### src/rtl/mem_sram_ctrl.sv
// mem_sram_ctrl
//   Memory-side endpoint behind the memory arbiter. Each accepted request is
//   issued to a single-port synchronous SRAM (1-cycle read latency) in its
//   accept cycle. Exactly one in-order response per request comes back
//   through a response FIFO: read data for reads, zero for write acks.
//   A credit count (in-flight access + queued responses) throttles req_ready
//   so SRAM read data always has a FIFO slot, even under response backpressure.
//
// Ports
//   clk, rst         clock, synchronous active-high reset
//   req_valid/ready  request handshake; req_addr (byte address), req_we,
//                    req_wdata, req_be (write byte enables)
//   resp_valid/ready response handshake; resp_data (read data, 0 for writes)
//   sram_en/we/be    SRAM strobe, write enable, byte enables
//   sram_addr        SRAM word address
//   sram_wdata       SRAM write data
//   sram_rdata       SRAM read data, valid the cycle after a read strobe
module mem_sram_ctrl #(
    parameter int ADDR_WIDTH      = 32,
    parameter int DATA_WIDTH      = 32,
    parameter int SRAM_ADDR_WIDTH = 16,
    parameter int RESP_DEPTH      = 4
) (
    input  logic                       clk,
    input  logic                       rst,
    input  logic                       req_valid,
    output logic                       req_ready,
    input  logic [ADDR_WIDTH-1:0]      req_addr,
    input  logic                       req_we,
    input  logic [DATA_WIDTH-1:0]      req_wdata,
    input  logic [DATA_WIDTH/8-1:0]    req_be,
    output logic                       resp_valid,
    input  logic                       resp_ready,
    output logic [DATA_WIDTH-1:0]      resp_data,
    output logic                       sram_en,
    output logic                       sram_we,
    output logic [DATA_WIDTH/8-1:0]    sram_be,
    output logic [SRAM_ADDR_WIDTH-1:0] sram_addr,
    output logic [DATA_WIDTH-1:0]      sram_wdata,
    input  logic [DATA_WIDTH-1:0]      sram_rdata
);

    localparam int BE_W  = DATA_WIDTH / 8;
    localparam int WOFF  = $clog2(BE_W);
    localparam int PTR_W = $clog2(RESP_DEPTH);
    localparam int CNT_W = $clog2(RESP_DEPTH + 1);

    logic                  req_fire;
    logic                  inflight;
    logic                  inflight_we;
    logic [CNT_W-1:0]      fifo_count;
    logic [PTR_W-1:0]      wr_ptr;
    logic [PTR_W-1:0]      rd_ptr;
    logic [CNT_W:0]        occ;
    logic                  push;
    logic                  pop;
    logic [DATA_WIDTH-1:0] push_data;
    logic [DATA_WIDTH-1:0] fifo_mem [RESP_DEPTH];

    // Upper address bits alias by wrap-around and byte-offset bits are
    // ignored; both groups are intentionally dropped.
    logic unused_addr_bits;
    assign unused_addr_bits = ^req_addr;

    // ---- stage p0: accept and drive the SRAM in the fire cycle ----
    // Occupancy uses the registered count, so a pop only frees its credit
    // on the following cycle.
    assign occ       = {1'b0, fifo_count} + (CNT_W + 1)'(inflight);
    assign req_ready = !rst && (occ < (CNT_W + 1)'(RESP_DEPTH));
    assign req_fire  = req_valid && req_ready;

    assign sram_en    = req_fire;
    assign sram_we    = req_fire && req_we;
    assign sram_be    = (req_fire && req_we) ? req_be : '0;
    assign sram_addr  = req_addr[SRAM_ADDR_WIDTH+WOFF-1 -: SRAM_ADDR_WIDTH];
    assign sram_wdata = req_wdata;

    always_ff @(posedge clk) begin
        if (rst) begin
            inflight <= 1'b0;
        end else begin
            inflight <= req_fire;
        end
        inflight_we <= req_we;
    end

    // ---- stage p1: SRAM data returns, captured into the response FIFO ----
    assign push      = inflight;
    assign push_data = inflight_we ? '0 : sram_rdata;

    always_ff @(posedge clk) begin
        if (push) begin
            fifo_mem[wr_ptr] <= push_data;
        end
    end

    // ---- stage p2: response FIFO head drives the response port ----
    assign resp_valid = (fifo_count != '0) && !rst;
    assign resp_data  = resp_valid ? fifo_mem[rd_ptr] : '0;
    assign pop        = resp_valid && resp_ready;

    // Pointers wrap explicitly so non-power-of-2 depths work.
    always_ff @(posedge clk) begin
        if (rst) begin
            wr_ptr     <= '0;
            rd_ptr     <= '0;
            fifo_count <= '0;
        end else begin
            if (push) begin
                wr_ptr <= (wr_ptr == PTR_W'(RESP_DEPTH - 1)) ? '0 : wr_ptr + 1'b1;
            end
            if (pop) begin
                rd_ptr <= (rd_ptr == PTR_W'(RESP_DEPTH - 1)) ? '0 : rd_ptr + 1'b1;
            end
            case ({push, pop})
                2'b10:   fifo_count <= fifo_count + 1'b1;
                2'b01:   fifo_count <= fifo_count - 1'b1;
                default: fifo_count <= fifo_count;
            endcase
        end
    end

    // The credit scheme must make a push into a full FIFO impossible.
    always_ff @(posedge clk) begin
        if (!rst) begin
            assert (!(push && fifo_count == CNT_W'(RESP_DEPTH)));
        end
    end

endmodule
### config.mk
export PLATFORM = sky130hd
export DESIGN_NAME = mem_sram_ctrl
export DESIGN_NICKNAME = d
export VERILOG_FILES = /design/src/rtl/mem_sram_ctrl.sv
export SDC_FILE = /design/constraint.sdc
export NUM_CORES = 1
export LEC_CHECK = 0
export ABC_AREA = 1
export ABC_CLOCK_PERIOD_IN_PS = 2500
export BUFFER_PORTS_ARGS = -buffer_cell sky130_fd_sc_hd__buf_2
export CELL_PAD_IN_SITES_DETAIL_PLACEMENT = 0
export CELL_PAD_IN_SITES_GLOBAL_PLACEMENT = 2
export CORE_UTILIZATION = 31
export DETAILED_ROUTE_END_ITERATION = 10
export PLACE_DENSITY = 0.75
export SLEW_MARGIN = 5
export SYNTH_ARGS = -nofsm -noshare
export SYNTH_HDL_FRONTEND = slang
export SYNTH_SLANG_ARGS = --single-unit
### constraint.sdc
create_clock -name clk -period 2.5 [get_ports clk]
set_clock_uncertainty 0.05 [all_clocks]
set_input_delay 0.75 -clock clk [delete_from_list [all_inputs] [get_ports clk]]
set_output_delay 0.75 -clock clk [all_outputs]
set_load 0.005 [all_outputs]
==> run metrics <==
arrival time at the worst endpoint=1.63 ns; hold path cells=1; initial core utilization=0.316; clock sink count=between 100 and 150; top cells by area, synth=edfxtp_1, nor2_1, buf_4, dfxtp_1, inv_1; Hold EP=inflight_we; reg2reg path depth=13; total I/O pin count=a little under 200; pin count of the biggest net entering global routing=34; row cnt=51; Syn Area/Cell=about 11 um^2; area added between synthesis and finish=20.9%; setup slack, reg-to-reg=0.62 ns; die height=roughly 140 um; CP delay by family, top=buffers and inverters; Clock Latency Late Sink=roughly 0.4 ns; layout cells sized above 1=0.250; required time worst endpoint=about 1.7 ns; Mapped Nets=between 600 and 700; Chip Width=~140 um; drt drc=2; Clock Path Buffers=2; worst hold path class=in2reg; crit-path max cell delay=between 0.3 and 0.4 ns; via/cell ratio=4.45; critical path, cell by cell=inv_1 > nand2_1 > nand2_1 > buf_12 > a21oi_2 > buf_2; initial antenna violation count=0; main combinational cell family by area after synthesis=simple AND/OR/NAND/NOR gates; WHS=roughly 0.43 ns; mux cell area share after synthesis=0; initial DRC count=roughly 170; Mapped Area=a little over 0.006 mm^2; Worst Tran Pin Value=around 0.53 ns; vias in the first global route=between 3k and 4k; global-route wire length before repair=around 20 mm; H-tree levels=4; Pleak=~3.0 nW; Post-Layout Cell Count=roughly 910; CP max FO=33; Buf+Inv Stages, Crit Path=3; clk root buf=clkbuf_16; simple-gate area share of the yosys netlist=0.120; worst setup path class=reg2out; VDD IR max=between 0.4 and 0.5 mV; clock transition at the registers of the reported paths=about 0.05 ns; Mapped Cells=between 500 and 600; total power density per cell area=roughly 760 mW/mm^2; Placeable Area=0.0195 mm^2; Final #Nets=748; Setup violations, final=0; drt pass-1 iters=7; violated checks=DRC; FILL cells=between 1.5k and 2k; placed cell count=871; fin crit period=approximately 2.4 ns; DP HPWL=between 8 and 9 mm; leading area contributor after synthesis=edfxtp_1; most frequent cells in the layout=nor2_1, edfxtp_1, buf_2; Yosys warnings=0; Placed Area=approximately 0.0066 mm^2; Crit Reg-Reg Endpoint=fifo_count[2]; endpoints failing hold=0; Synth top area share=0.625; number of distinct library cells after synthesis=18; worst r2r src=fifo_count[1]; wire per inst=around 15 um; TritonCTS clock tree=yes; Post-Synth Adder-Cell Area=0.0155; CP Launch Type=flop; Synth Area in Compound Gates=0.0838; Die Area=roughly 0.020 mm^2; GRT Overall Usage=0.137; FMAX=411 MHz; Seq cells post-synth=about 140; hold-fix buffers at CTS=0; GRT Residual Overflow=0; most frequent CP cell=nand2_1; ANT cells=0; sequential element share of the synthesized area=0.661; final instance area=~0.0074 mm^2; Final Slew Violations=0; Hold Path Origin=req_we; element type at the critical path end=output port; Max-Cap Viols=0; Antenna Nets Post-Route=0; Vias=about 4.1k; most common cell after layout, fill and taps aside=nor2_1; status=finished, violations left; post-synthesis xor/xnor area fraction=0; CP max stage cell=dfxtp_1; Max-slew headroom=0.649; crit share post-route=0.973; unrepaired setup endpoints after global routing=true; routability cong.=approximately 0.66; drt total wl=~14 mm; CTS Buf Count=17; I/O Buffers=80
[Yosys cell counts (all sizes together)]
library cell,instances
fa,1
buf,63
nor3,1
a21oi,36
dfxtp,11
edfxtp,128
nor2,174
nand3,4
o21ai,67
ha,6
nand2,16
clkbuf,11
inv,58
[flip-flops by register name, indices dropped and copies added, names as in the netlist, named ones only]
name         flops
fifo_count       3
fifo_mem       128
rd_ptr           2
inflight         1
inflight_we      1
wr_ptr           2
[worst max-delay path by stage]
| stage | startpoint | to | slack, ns | cells after the start |
|---|---|---|---|---|
| 2_1_floorplan | rst | resp_data[12] | 0.35 | 4 |
| 3_3_place_gp | rst | resp_data[1] | 0.09 | 6 |
| 3_5_place_dp | rst | resp_data[26] | 0.08 | 6 |
| 4_1_cts | flop | resp_data[0] | -0.008 | 6 |
| 5_1_grt | flop | resp_data[26] | -0.008 | 7 |
| 6_report | fifo_count[1] | resp_data[26] | 0.07 | 6 |
[where the power goes]
group | switching, W | internal, W
combinational | 0.000374 | 0.000256
sequential | 0.0000253 | 0.00262
clock | 0.000858 | 0.00155
[stage by stage]
stage	util	power, W	setup TNS [ns]	worst slack (ns)
after floorplan	-	0.00307	0	0.345
after global placement	0.338	0.00322	0	0.0869
after detailed placement	0.338	0.00323	0	0.0817
after CTS	0.367	0.00565	-0.0134	-0.00806
after global routing	0.382	0.00591	-0.00870	-0.00784
final	0.382	0.00568	0	0.0665
[routing by layer]
metal | share of wire | wire length [um] | vias to the layer above | GRT usage
li1 | - | - | 1983 | -
met1 | 0.43 | 6060 | 1930 | 0.164
met2 | 0.50 | 6990 | 108 | 0.235
met3 | 0.044 | 610 | 40 | 0.0335
met4 | 0.022 | 302 | 0 | 0.0600
met5 | 0 | 0 | - | 0
[cell type report]
type,count,area [um^2],share of cell area
well taps,265,332,0.0446
multi-input cells,305,1400,0.188
flip-flops and latches,139,4070,0.547
clock inverters,9,123,0.0165
inverters,58,230,0.0310
clock buffers,22,444,0.0598
repair buffers,115,835,0.112
[cells by family after synthesis]
kind of cell / after synthesis
buffers and inverters: 132
flip-flops: 139
adder cells (fa/ha/maj): 7
AND/OR/NAND/NOR: 195
AO/OA/AOI/OAI: 103
[repair_timing]
action                     CTS  global route
setup buffers                0             6
gates cloned                 0             5
setup endpoints to repair   20            23
resized for setup            4            36
pin swaps                    0             5
Note: power is estimated with default switching activity, not from simulation.
